`config.mk`:
```
export PLATFORM = sky130hd
export DESIGN_NAME = brick_collision_flat
export DESIGN_NICKNAME = d
export VERILOG_FILES = /design/src/rtl/brick_collision_if.sv /design/src/rtl/brick_collision.sv /design/src/flat_wrapper.sv
export SDC_FILE = /design/constraint.sdc
export NUM_CORES = 1
export LEC_CHECK = 0
export CORE_MARGIN = 4
export CORE_UTILIZATION = 55
export CTS_BUF_LIST = sky130_fd_sc_hd__clkbuf_16
export CTS_CLUSTER_DIAMETER = 200
export DETAILED_ROUTE_END_ITERATION = 10
export PLACE_DENSITY_LB_ADDON = 0.15
export SYNTH_ARGS = -nofsm -noshare
export SYNTH_HDL_FRONTEND = slang
export SYNTH_SLANG_ARGS = --single-unit
export TNS_END_PERCENT = 10
```
`constraint.sdc`:
```
create_clock -name pxl_clk -period 8.3 [get_ports pxl_clk]
set_input_delay 1.66 -clock pxl_clk [delete_from_list [all_inputs] [get_ports pxl_clk]]
set_output_delay 1.66 -clock pxl_clk [all_outputs]
set_load 0.02 [all_outputs]
```
`src/rtl/brick_collision_if.sv`:
```
// brick_collision_if
//   Frame-level link between the ball datapath and the collision engine.
//
//   Handshake: there is no valid/ready pair on this link. A falling edge
//   on vsync acts as "valid" for ball_x/ball_y/paddle_x; they are sampled
//   on the clock edge that first sees vsync low after it was high, and
//   must be stable at that edge. The engine is always ready in IDLE; it
//   ignores vsync edges while a scan is in flight. h_collision and
//   v_collision are single-cycle pulses that the consumer must act on in
//   the cycle they are high. They are never high together.
//
//   Signals:
//     vsync       frame sync, active high (master -> slave)
//     ball_x      ball centre x, 10 bits (master -> slave)
//     ball_y      ball centre y, 10 bits (master -> slave)
//     paddle_x    paddle left edge, 10 bits (master -> slave)
//     h_collision reverse-x pulse (slave -> master)
//     v_collision reverse-y pulse (slave -> master)
interface brick_collision_if;
    logic       vsync;
    logic [9:0] ball_x;
    logic [9:0] ball_y;
    logic [9:0] paddle_x;
    logic       h_collision;
    logic       v_collision;

    modport master (
        output vsync, ball_x, ball_y, paddle_x,
        input  h_collision, v_collision
    );

    modport slave (
        input  vsync, ball_x, ball_y, paddle_x,
        output h_collision, v_collision
    );
endinterface

```
`src/rtl/brick_collision.sv`:
```
// brick_collision
//   Per-frame collision engine. After each vsync falling edge it latches
//   the ball and paddle positions, walks the brick wall one brick per
//   cycle, checks the paddle, then issues at most one collision pulse and
//   removes the first brick hit.
//
//   Optional feature macro: BRICK_SCORE_EN. When defined, each removed
//   brick adds row points (top row worth ROWS, bottom row worth 1) to a
//   saturating 8-bit score. When undefined, score is tied to zero.
//
//   Ports:
//     pxl_clk      pixel clock
//     reset_n      asynchronous active-low reset
//     new_game     synchronous wall restore, overrides everything but reset
//     bus          brick_collision_if.slave: vsync, ball/paddle positions
//                  in; h_collision / v_collision pulses out
//     brick_map    bit r*COLS+c set = brick present
//     score        accumulated points
//     bricks_left  remaining bricks
//     all_cleared  high while bricks_left == 0
//     fsm_state    current FSM state (0 IDLE, 1 SCAN, 2 PADDLE, 3 HIT)
module brick_collision #(
    parameter int BRICK_X0 = 64,
    parameter int BRICK_Y0 = 48,
    parameter int BRICK_W  = 64,
    parameter int BRICK_H  = 16,
    parameter int COLS     = 8,
    parameter int ROWS     = 4,
    parameter int PADDLE_Y = 440,
    parameter int PADDLE_W = 64,
    parameter int PADDLE_H = 8
) (
    input  logic                    pxl_clk,
    input  logic                    reset_n,
    input  logic                    new_game,
    brick_collision_if.slave        bus,
    output logic [31:0]             brick_map,
    output logic [7:0]              score,
    output logic [5:0]              bricks_left,
    output logic                    all_cleared,
    output logic [1:0]              fsm_state
);

    typedef enum logic [1:0] {
        IDLE   = 2'd0,
        SCAN   = 2'd1,
        PADDLE = 2'd2,
        HIT    = 2'd3
    } state_t;

    state_t      state_q, state_d;

    logic        vsync_d;
    logic        vsync_fall;
    logic [10:0] bx_l, by_l, px_l;   // latched positions, zero-extended
    logic [10:0] prev_y;
    logic [4:0]  idx_q, col_q, row_q;
    logic        hit_found, hit_h, paddle_hit;
    logic [4:0]  hit_idx;
    logic        h_q, v_q;

    // Geometry, all 11-bit unsigned and built from additions only so the
    // ball box never underflows near the screen edges.
    logic [10:0] brick_x, brick_y, ball_x8, ball_y8;
    logic        brick_ov, centre_in, paddle_ov, descending, scan_last;

    assign vsync_fall = vsync_d && !bus.vsync;

    assign brick_x = 11'(BRICK_X0) + 11'(col_q) * 11'(BRICK_W);
    assign brick_y = 11'(BRICK_Y0) + 11'(row_q) * 11'(BRICK_H);
    assign ball_x8 = bx_l + 11'd8;
    assign ball_y8 = by_l + 11'd8;

    assign brick_ov = brick_map[idx_q]
                   && (ball_x8 > brick_x)
                   && (bx_l < brick_x + 11'(BRICK_W) + 11'd8)
                   && (ball_y8 > brick_y)
                   && (by_l < brick_y + 11'(BRICK_H) + 11'd8);

    // Ball centre within the brick's horizontal span means a top/bottom
    // face hit; anything else came in from the side.
    assign centre_in = (bx_l >= brick_x) && (bx_l < brick_x + 11'(BRICK_W));

    assign descending = by_l > prev_y;
    assign paddle_ov  = descending
                     && (ball_y8 >= 11'(PADDLE_Y))
                     && (ball_y8 < 11'(PADDLE_Y) + 11'(PADDLE_H) + 11'd10)
                     && (ball_x8 > px_l)
                     && (bx_l < px_l + 11'(PADDLE_W) + 11'd8);

    assign scan_last = (idx_q == 5'(ROWS * COLS - 1));

    // State register
    always_ff @(posedge pxl_clk or negedge reset_n) begin
        if (!reset_n) state_q <= IDLE;
        else          state_q <= state_d;
    end

    // Next-state logic
    always_comb begin
        state_d = state_q;
        case (state_q)
            IDLE:    if (vsync_fall) state_d = SCAN;
            SCAN:    if (scan_last)  state_d = PADDLE;
            PADDLE:  state_d = HIT;
            HIT:     state_d = IDLE;
            default: state_d = IDLE;
        endcase
        if (new_game) state_d = IDLE;
    end

    assign fsm_state = state_q;

    // Datapath
    always_ff @(posedge pxl_clk or negedge reset_n) begin
        if (!reset_n) begin
            vsync_d     <= 1'b0;
            bx_l        <= '0;
            by_l        <= '0;
            px_l        <= '0;
            prev_y      <= 11'd400;
            idx_q       <= '0;
            col_q       <= '0;
            row_q       <= '0;
            hit_found   <= 1'b0;
            hit_h       <= 1'b0;
            hit_idx     <= '0;
            paddle_hit  <= 1'b0;
            h_q         <= 1'b0;
            v_q         <= 1'b0;
            brick_map   <= 32'hFFFF_FFFF;
            bricks_left <= 6'd32;
            all_cleared <= 1'b0;
        end else begin
            vsync_d <= bus.vsync;
            h_q     <= 1'b0;
            v_q     <= 1'b0;
            if (new_game) begin
                // Aborts any scan in flight; pulses stay low.
                brick_map   <= 32'hFFFF_FFFF;
                bricks_left <= 6'd32;
                all_cleared <= 1'b0;
                hit_found   <= 1'b0;
                paddle_hit  <= 1'b0;
            end else begin
                case (state_q)
                    IDLE: begin
                        if (vsync_fall) begin
                            bx_l       <= {1'b0, bus.ball_x};
                            by_l       <= {1'b0, bus.ball_y};
                            px_l       <= {1'b0, bus.paddle_x};
                            idx_q      <= '0;
                            col_q      <= '0;
                            row_q      <= '0;
                            hit_found  <= 1'b0;
                            paddle_hit <= 1'b0;
                        end
                    end
                    SCAN: begin
                        // Lowest index wins; later overlaps are ignored.
                        if (!hit_found && brick_ov) begin
                            hit_found <= 1'b1;
                            hit_idx   <= idx_q;
                            hit_h     <= !centre_in;
                        end
                        idx_q <= idx_q + 5'd1;
                        if (col_q == 5'(COLS - 1)) begin
                            col_q <= '0;
                            row_q <= row_q + 5'd1;
                        end else begin
                            col_q <= col_q + 5'd1;
                        end
                    end
                    PADDLE: begin
                        paddle_hit <= paddle_ov;
                        prev_y     <= by_l;
                    end
                    HIT: begin
                        if (hit_found) begin
                            h_q                <= hit_h;
                            v_q                <= !hit_h;
                            brick_map[hit_idx] <= 1'b0;
                            bricks_left        <= bricks_left - 6'd1;
                            if (bricks_left == 6'd1) all_cleared <= 1'b1;
                        end else if (paddle_hit) begin
                            v_q <= 1'b1;
                        end
                    end
                    default: ;
                endcase
            end
        end
    end

    assign bus.h_collision = h_q;
    assign bus.v_collision = v_q;

`ifdef BRICK_SCORE_EN
    logic [7:0] score_q;
    logic [4:0] hit_row;
    logic [8:0] score_sum;

    // Row 0 is worth ROWS points, the bottom row 1.
    assign score_sum = {1'b0, score_q} + 9'(ROWS) - 9'(hit_row);

    always_ff @(posedge pxl_clk or negedge reset_n) begin
        if (!reset_n) begin
            score_q <= '0;
            hit_row <= '0;
        end else if (new_game) begin
            score_q <= '0;
        end else begin
            if (state_q == SCAN && !hit_found && brick_ov) hit_row <= row_q;
            if (state_q == HIT && hit_found)
                score_q <= (score_sum > 9'd255) ? 8'd255 : score_sum[7:0];
        end
    end

    assign score = score_q;
`else
    assign score = '0;
`endif

endmodule

```
`src/flat_wrapper.sv`:
```
// flat-port wrapper written by rule: the top's interface ports become plain ports
module brick_collision_flat 
#(
    parameter int BRICK_X0 = 64,
    parameter int BRICK_Y0 = 48,
    parameter int BRICK_W  = 64,
    parameter int BRICK_H  = 16,
    parameter int COLS     = 8,
    parameter int ROWS     = 4,
    parameter int PADDLE_Y = 440,
    parameter int PADDLE_W = 64,
    parameter int PADDLE_H = 8
)
  (pxl_clk, reset_n, new_game, brick_map, score, bricks_left, all_cleared, fsm_state, bus_vsync, bus_ball_x, bus_ball_y, bus_paddle_x, bus_h_collision, bus_v_collision);
  brick_collision_if bus_i ();
  input  logic pxl_clk;
  input  logic reset_n;
  input  logic new_game;
  output logic [31:0] brick_map;
  output logic [7:0] score;
  output logic [5:0] bricks_left;
  output logic all_cleared;
  output logic [1:0] fsm_state;
  input wire logic [$bits(bus_i.vsync)-1:0] bus_vsync;
  input wire logic [$bits(bus_i.ball_x)-1:0] bus_ball_x;
  input wire logic [$bits(bus_i.ball_y)-1:0] bus_ball_y;
  input wire logic [$bits(bus_i.paddle_x)-1:0] bus_paddle_x;
  output wire logic [$bits(bus_i.h_collision)-1:0] bus_h_collision;
  output wire logic [$bits(bus_i.v_collision)-1:0] bus_v_collision;
  assign bus_i.vsync = bus_vsync;
  assign bus_i.ball_x = bus_ball_x;
  assign bus_i.ball_y = bus_ball_y;
  assign bus_i.paddle_x = bus_paddle_x;
  assign bus_h_collision = bus_i.h_collision;
  assign bus_v_collision = bus_i.v_collision;
  brick_collision #(.BRICK_X0(BRICK_X0), .BRICK_Y0(BRICK_Y0), .BRICK_W(BRICK_W), .BRICK_H(BRICK_H), .COLS(COLS), .ROWS(ROWS), .PADDLE_Y(PADDLE_Y), .PADDLE_W(PADDLE_W), .PADDLE_H(PADDLE_H)) u_core (.pxl_clk(pxl_clk), .reset_n(reset_n), .new_game(new_game), .bus(bus_i), .brick_map(brick_map), .score(score), .bricks_left(bricks_left), .all_cleared(all_cleared), .fsm_state(fsm_state));
endmodule
```
After elaboration in Yosys (flattened, before gate mapping). Index checks and enable logic that the tools add are counted.

Add/sub/neg operators: 14. Order comparisons: 14. Bitwise operators: 3. Muxes and demuxes: 37. Reductions and logical operators: 33. Equal/unequal tests: 11.

Operators by type and width (count): $mux W32 (3); $lt A10 B11 Y1 (4); $add A11 B4 Y11 const B (3); $and A32 B32 Y32 (1); $not A32 Y32 (1); $pmux W5 S2 (3); $add A10 B4 Y11 const B (2); $gt A11 B11 Y1 (2); $mux W6 (3); $mux W1 (17); $add A5 B1 Y5 const B (3); $mux W5 (3); $reduce_and A3 Y1 (5); $logic_and A1 B1 Y1 (12); $lt A5 B6 Y1 const B (2); $add A10 B7 Y11 const B (1); $add A11 B5 Y11 const B (1); $add A11 B7 Y11 const B (1); $add A7 B11 Y11 const A (1); $ge A10 B11 Y1 (1); $ge A11 B9 Y1 const B (1); $gt A11 B10 Y1 (1); $lt A11 B9 Y1 const B (1); $add A6 B9 Y10 const A (1); other kinds (22) (39).

Output and inout port bits: 51. Logic and storage cells: 130. Register bits: 107.

Logic depth before layout (Yosys ltp). Gate-level depths: netlist of run 1.

Depth in word-level cells: 11. Depth in mapped cells: 14.

Worst setup path after synthesis of run 1. No wires, ideal clock.

Kind: input -> register. Start: input bus_vsync. End: register u_core.row_q[3]. Cell stages on the path: 7. Path slack: 5.150 ns. Data arrival time: 3.019 ns. Setup time: 0.131 ns. Cell sequence: inv_1 > a21boi_0 > or2_2 > nor3b_1 > nand4_1 > xor2_1 > nor2_1.

Cells in the longest elaborated chain, start to end: 4.

Ends and longest elaborated chain: from (decl) (line flat_wrapper.sv:24) `input wire logic [$bits(bus_i.vsync)-1:0] bus_vsync;`; $logic_not A1 Y1 (line brick_collision.sv:67) `assign vsync_fall = vsync_d && !bus.vsync;`; $logic_and A1 B1 Y1 (line brick_collision.sv:67); $ne A2 B1 Y1 (no source line); $reduce_and A4 Y1 (no source line); to (signal assigned) (line brick_collision.sv:169) `row_q <= row_q + 5'd1;`; to (decl) (line brick_collision.sv:57) `logic [4:0] idx_q, col_q, row_q;`.

No other way between the ends. A chain may end at the register's enable or synchronous reset.

Worst setup path after layout of run 1. Same ends and word-level chain as after synthesis.

==> key figures, run 1 <==
Yosys
  – Biggest area consumer among synthesized cells: dfrtp_1
  – Mapped Area: 6610 um^2
  – Sequential share of the synthesized area: 0.412
  – Synth area leaders: dfrtp_1 (27%), dfstp_2 (14%), ha_1 (14%), a21o_1 (4.5%), nand2_1 (4.5%)
  – Top-area cell type share of the netlist area: 0.269
  – Mean Syn Cell Area: 9.95 um^2
  – Synthesis Warnings: 0
  – Synth cell types: 52
  – Cells after Synth: 664
  – Number of synthesized flops with an enable pin: 0
  – Post-synth top flop: dfrtp_1
  – Number of synthesized register bits: 107
  – Ys async rst share: 1.00

Clocking
  – Max Root-Sink Buffers: 2
  – Clk slew on worst S/H paths: 0.07 ns
  – CTS tree: done
  – H-tree lvl count: 3
  – Post_cts resized: 0
  – Sink Count: 107
  – Number of CTS-inserted buffers: 9
  – Hold_buf cts: 0
  – Setup Buffers After CTS: 0
  – Clock Root Buffer: clkbuf_16
  – Clock latency on the worst-skew pair: 0.36 ns

Layout
  – Antenna diode count: 0
  – Filler instances: 946
  – Layout area overhead: 16.9%
  – Fin nets: 836
  – Commonest non-fill, non-tap cell in the layout: nand2_1
  – Commonest cells after routing, fill and taps aside: nand2_1 (79), ha_1 (74), clkdlybuf4s50_1 (74), dfrtp_1 (71), o21ai_0 (42)
  – Layout cell share with drive strength beyond 1: 0.112
  – Layout Utilization: 0.668

Route
  – Starting DRT DRC Count: 254
  – WL per Instance: 16.9 um
  – Drt pass-1 iters: 4
  – DR vias/cell: 5.76
  – # DRC: 0
  – Detailed-route via count: 5,045
  – Final ANT Viol Nets: 0
  – Final wirelength: 14.8 mm

GRT
  – First-pass GRT wire length: 25.1 mm
  – Initial antenna violation count: 0
  – GRT Util Overall: 0.220
  – Largest net degree at the start of global routing: 77
  – GRT overflow: 0
  – Via count of the first global-routing pass: 5,196

Power
  – Cell Pwr Density: 297 nW/um^2
  – VDD IR max: 174 uV
  – LEAKAGE: 3.29 nW

Critical path
  – Startpoint class of the critical path: input port
  – Critical path arrival: 3.81 ns
  – R2R depth: 11
  – Worst reg2reg path endpoint: u_core.hit_idx[0]
  – Reg2reg start: u_core.row_q[0]
  – Kind of critical path: input port to flip-flop
  – R2R setup slack: 4.83 ns
  – WP data required: 8.53 ns
  – Worst-path fanout max: 7
  – CP endpoint kind: flip-flop

STA
  – Worst Skew: 0.0120 ns
  – Max Freq: 0.279 GHz
  – Tmin final: 3.58 ns
  – Slew HR: 0.372
  – Tcrit/Tclk final: 0.431
  – Actual slew at the worst max-slew pin: 0.942 ns
  – Slew Limit Fails: 0
  – Setup TNS: 0 ns
  – RSZ-0062 raised after global routing: false
  – Final Setup Violations: 0
  – Final hold viol count: 0

Job
  – Number of max-cap violations: 0

Worst hold path
  – Hold Crit Depth: 2
  – Hold Crit Class: flip-flop to flip-flop
  – Min-Delay Endpoint: u_core.prev_y[4]
  – HP Start: u_core.prev_y[4]

Die
  – Rows: 39
  – Die footprint: 13,800 um^2
  – Initial core utilization: 0.571
  – Chip Width: 118 um
  – Die Y: 118 um
  – I/O Pins: 85
  – Core area: 11,600 um^2

Placement
  – IO buf count: 76
  – HPWL Detailed: 10.8 mm
  – GP Congestion: 0.863

Outcome
  – Outcome: complete, no violations
## layout make-up
cell class,instances,area (um^2),share of cell area
Multi-Input combinational cell,492,3610,0.467
Sequential cell,107,2720,0.353
Timing Repair Buffer,78,768,0.0995
Clock buffer,9,225,0.0292
Tap cell,143,179,0.0232
Inverter,40,150,0.0194
Clock inverter,7,68.8,0.00891
## power by group
group / switching (mW) / internal [mW]
combinational: 0.565 / 0.479
clock: 0.200 / 0.234
sequential: 0.168 / 0.650
total: 0.933 / 1.36
## state kept, by name (all words and copies together), names as in the netlist, 2 cells and up
signal              count
u_core.bx_l            10
u_core.fsm_state        2
u_core.px_l            10
u_core.col_q            5
u_core.by_l            10
u_core.row_q            5
u_core.idx_q            5
u_core.bricks_left      6
u_core.hit_idx          5
u_core.prev_y          10
u_core.brick_map       32
## metrics by stage
stage / power (mW) / instances / setup slack (ns) / cell area, um^2 / hold WS, ns
after floorplan: 1.55 / 671 / 5.15 / 6630 / 0.450
after global placement: 1.80 / 860 / 4.52 / 7430 / 0.472
after detailed placement: 1.86 / 860 / 4.38 / 7430 / 0.481
after CTS: 2.31 / 876 / 4.75 / 7720 / 0.498
after global routing: 2.50 / 876 / 4.53 / 7720 / 0.508
final: 2.30 / 876 / 4.72 / 7720 / 0.489
## synthesized netlist by cell type, types with 2 or more instances
cell type / n
nand2_1: 79
ha_1: 74
dfrtp_1: 71
o21ai_0: 42
a21o_1: 40
inv_1: 40
nor2_1: 37
dfstp_2: 36
nand3_1: 21
a21oi_1: 20
mux2_2: 20
clkbuf_1: 18
xnor2_1: 18
xor2_1: 17
nor3_1: 16
and3_1: 11
buf_4: 10
nor3b_1: 9
nand2b_1: 8
nand4_1: 8
nor2b_1: 7
o31ai_1: 7
mux2_1: 6
mux4_2: 6
buf_1: 3
mux2i_1: 3
nor4b_1: 3
o211ai_1: 3
a211oi_1: 2
a21boi_0: 2
a22o_1: 2
mux4_1: 2
nand3b_1: 2
or3_1: 2
or4_1: 2
## worst max-delay path by stage
stage	from	endpoint	slack, ns	cells past startpoint
2_1_floorplan	bus_vsync	u_core.row_q[3]	5.15	7
3_3_place_gp	bus_vsync	u_core.row_q[3]	4.52	8
3_5_place_dp	bus_vsync	u_core.row_q[3]	4.38	8
4_1_cts	bus_vsync	u_core.row_q[3]	4.75	8
5_1_grt	bus_vsync	u_core.row_q[3]	4.53	8
6_report	bus_vsync	u_core.row_q[3]	4.72	8
## worst max-delay path: stages
cell and delay (ns):
clkdlybuf4s50_1 0.42, inv_1 0.07, a21boi_0 0.25, or2_2 0.40
nor3b_1 0.55, nand4_1 0.22, xor2_1 0.18, nor2_1 0.05
## layer usage
layer	up-vias	track usage	part of all wire
li1	2437	-	-
met4	0	0.0549	0.013
met1	2484	0.278	0.45
met3	15	0.0586	0.044
met2	109	0.378	0.49
met5	-	0	0
## cell families (layout without fill, tap and decap cells)
logic type	Yosys count	count (layout)	share of synthesized area
AOI/OAI and AO/OA	128	128	0.124
other	1	8	0.000568
and+or+nand+nor	210	210	0.153
muxes	37	37	0.0773
xor gates and xnor gates	35	35	0.0464
DFF	107	107	0.412
buffers and inverters	72	134	0.0468
adders and majority gates	74	74	0.140
Power figures use the tool's default switching activity.
==> inputs of run 2 (changes only) <==
==> constraint.sdc (replaced) <==
create_clock -name pxl_clk -period 3.7 [get_ports pxl_clk]
set_input_delay 0.74 -clock pxl_clk [delete_from_list [all_inputs] [get_ports pxl_clk]]
set_output_delay 0.74 -clock pxl_clk [all_outputs]
set_load 0.02 [all_outputs]
==> run 2 against run 1 <==
Effect of this change: critical path depth up 3; total power rose by 120%; global-route usage grew 0.74 points; clock power grew 130%; count of clock-buffer cells in the layout grew 1; hold slack worse by 0.00092 ns; sequential power up 120%; sequential share of layout area decreased by 0.23 points; die area stayed put; clock skew hardly changed.
==> key figures, run 2 (synthesized netlist as in run 1, its figures left out) <==
Die
  – Die footprint: 13,800 um^2 (unchanged)
  – Die Y: 118 um (unchanged)
  – Chip Width: 118 um (unchanged)
  – Initial core utilization: 0.571 (unchanged)
  – Rows: 39 (unchanged)
  – I/O Pins: 85 (unchanged)
  – Core area: 11,600 um^2 (unchanged)

Critical path
  – R2R depth: 11 (unchanged)
  – Worst-path fanout max: 6 (-1)
  – Startpoint class of the critical path: flip-flop
  – R2R setup slack: 0.48 ns (-4.35 ns)
  – Critical path arrival: 3.47 ns (-0.34 ns)
  – Reg2reg start: u_core.row_q[0]
  – CP endpoint kind: flip-flop
  – Kind of critical path: flip-flop to flip-flop
  – Worst reg2reg path endpoint: u_core.hit_idx[4]
  – WP data required: 3.95 ns (-4.58 ns)

GRT
  – GRT Util Overall: 0.227 (+0.00737)
  – Largest net degree at the start of global routing: 81 (+5.2%)
  – Via count of the first global-routing pass: 5,291 (+1.8%)
  – Initial antenna violation count: 0 (unchanged)
  – First-pass GRT wire length: 25.9 mm (+3.0%)
  – GRT overflow: 0 (unchanged)

Route
  – # DRC: 0 (unchanged)
  – Starting DRT DRC Count: 280 (+10%)
  – Final wirelength: 15.2 mm (+2.6%)
  – Final ANT Viol Nets: 0 (unchanged)
  – Detailed-route via count: 5,017 (-0.56%)
  – DR vias/cell: 5.69 (-1.1%)
  – WL per Instance: 17.3 um (+2.0%)
  – Drt pass-1 iters: 4 (unchanged)

Placement
  – GP Congestion: 0.867 (+0.48%)
  – Placed cells: 865 (+0.58%)
  – HPWL Detailed: 11.1 mm (+3.3%)
  – IO buf count: 76 (unchanged)

Clocking
  – Max Root-Sink Buffers: 2 (unchanged)
  – Post_cts resized: 0 (unchanged)
  – Clock latency on the worst-skew pair: 0.37 ns (about the same)
  – Hold_buf cts: 0 (unchanged)
  – H-tree lvl count: 3 (unchanged)
  – Sink Count: 107 (unchanged)
  – Clock Root Buffer: clkbuf_16
  – CTS tree: done
  – Clk slew on worst S/H paths: 0.08 ns (about the same)
  – Number of CTS-inserted buffers: 9 (unchanged)
  – Setup Buffers After CTS: 0 (unchanged)

STA
  – Worst Skew: 0.0117 ns (-0.000296 ns)
  – Slew Limit Fails: 0 (unchanged)
  – Slew HR: 0.328 (-0.0446)
  – Actual slew at the worst max-slew pin: 1.01 ns (+0.0670 ns)
  – Setup TNS: 0 ns (unchanged)
  – Tmin final: 3.22 ns
  – Tcrit/Tclk final: 0.871
  – RSZ-0062 raised after global routing: false
  – Max Freq: 0.310 GHz
  – Final Setup Violations: 0 (unchanged)
  – Final hold viol count: 0 (unchanged)

Power
  – LEAKAGE: 3.33 nW (+1.1%)
  – Cell Pwr Density: 664 nW/um^2 (+120%)
  – VDD IR max: 307 uV (+77%)
  – Total power: 5.16 mW (+120%)

Worst hold path
  – Hold Crit Class: flip-flop to flip-flop
  – HP Start: u_core.prev_y[4]
  – Min-Delay Endpoint: u_core.prev_y[4]
  – Hold Crit Depth: 2 (unchanged)

Layout
  – Layout area overhead: 17.7%
  – Commonest non-fill, non-tap cell in the layout: nand2_1
  – Max FFs per register: 32 (unchanged)
  – Antenna diode count: 0 (unchanged)
  – Layout cell share with drive strength beyond 1: 0.121 (+0.00873)
  – Fin nets: 841 (+0.60%)
  – Largest Register: u_core.brick_map
  – Fin cells: 881 (+0.57%)
  – Commonest cells after routing, fill and taps aside: nand2_1 (79), ha_1 (74), clkdlybuf4s50_1 (74), dfrtp_1 (71), o21ai_0 (42)

Outcome
  – Outcome: complete, no violations

Job
  – Number of max-cap violations: 0 (unchanged)
## run 2: changes by cell type in the layout (fill, tap and decap cells not counted)
cell	previous run	this run
buf_4	3	8
clkinv_8	0	1
clkinvlp_4	1	0
clkbuf_16	9	10
bufinv_16	1	0
clkinv_4	0	2
clkinv_1	2	0
## run 2: layer usage
| metal | wire length (um) | share of wire | track usage |
|---|---|---|---|
| met1 | 6840 | 0.45 | 0.286 |
| met2 | 7510 | 0.49 | 0.390 |
| met3 | 628 | 0.041 | 0.0562 |
| met4 | 241 | 0.016 | 0.0652 |
| met5 | 0 | 0 | 0 |
## run 2: report_power, final
group          switching (mW)  total [mW]  internal (mW)
Sequential              0.374        1.83           1.46
Clock                   0.475       0.986          0.511
Combinational            1.26        2.34           1.07
Total                    2.11        5.16           3.04
## run 2: layout make-up
cell class	count	area, um^2
inverters	40	150
fillers	941	3790
multi-input cells	492	3610
clock inverters	6	57.6
clock buffers	10	250
repair buffers	83	806
well taps	143	179
flip-flops and latches	107	2720
## run 2: stage by stage
stage	utilization	hold WS [ns]	instance area, um^2	setup slack (ns)
CTS	0.672	0.494	7770	0.483
finish	0.672	0.488	7770	0.478
detailed placement	0.646	0.483	7470	0.502
floorplan	-	0.444	6630	0.822
global placement	0.646	0.467	7470	0.619
global route	0.672	0.521	7770	0.304
## run 2: how the worst max path moves through the flow
| stage | cells after the start | startpoint | endpoint | slack (ns) |
|---|---|---|---|---|
| 6_report | 11 | u_core.row_q[0] | u_core.hit_idx[4] | 0.48 |
| 5_1_grt | 11 | u_core.row_q[0] | u_core.hit_idx[4] | 0.30 |
| 4_1_cts | 11 | u_core.row_q[0] | u_core.hit_idx[4] | 0.48 |
| 3_5_place_dp | 11 | u_core.row_q[0] | u_core.hit_idx[1] | 0.50 |
| 3_3_place_gp | 11 | u_core.row_q[0] | u_core.hit_idx[2] | 0.62 |
| 2_1_floorplan | 12 | u_core.row_q[0] | u_core.hit_idx[4] | 0.82 |
## run 2: worst max-delay path: stages, from the launching register on
cell and delay (ns):
dfrtp_1 0.44, inv_1 0.19, ha_1 0.22, xor2_1 0.32, ha_1 0.33, nor4b_1 0.15
nand4_1 0.10, nor3_1 0.05, or4_1 0.41, a211oi_2 0.18, and3_1 0.36, mux2_1 0.36
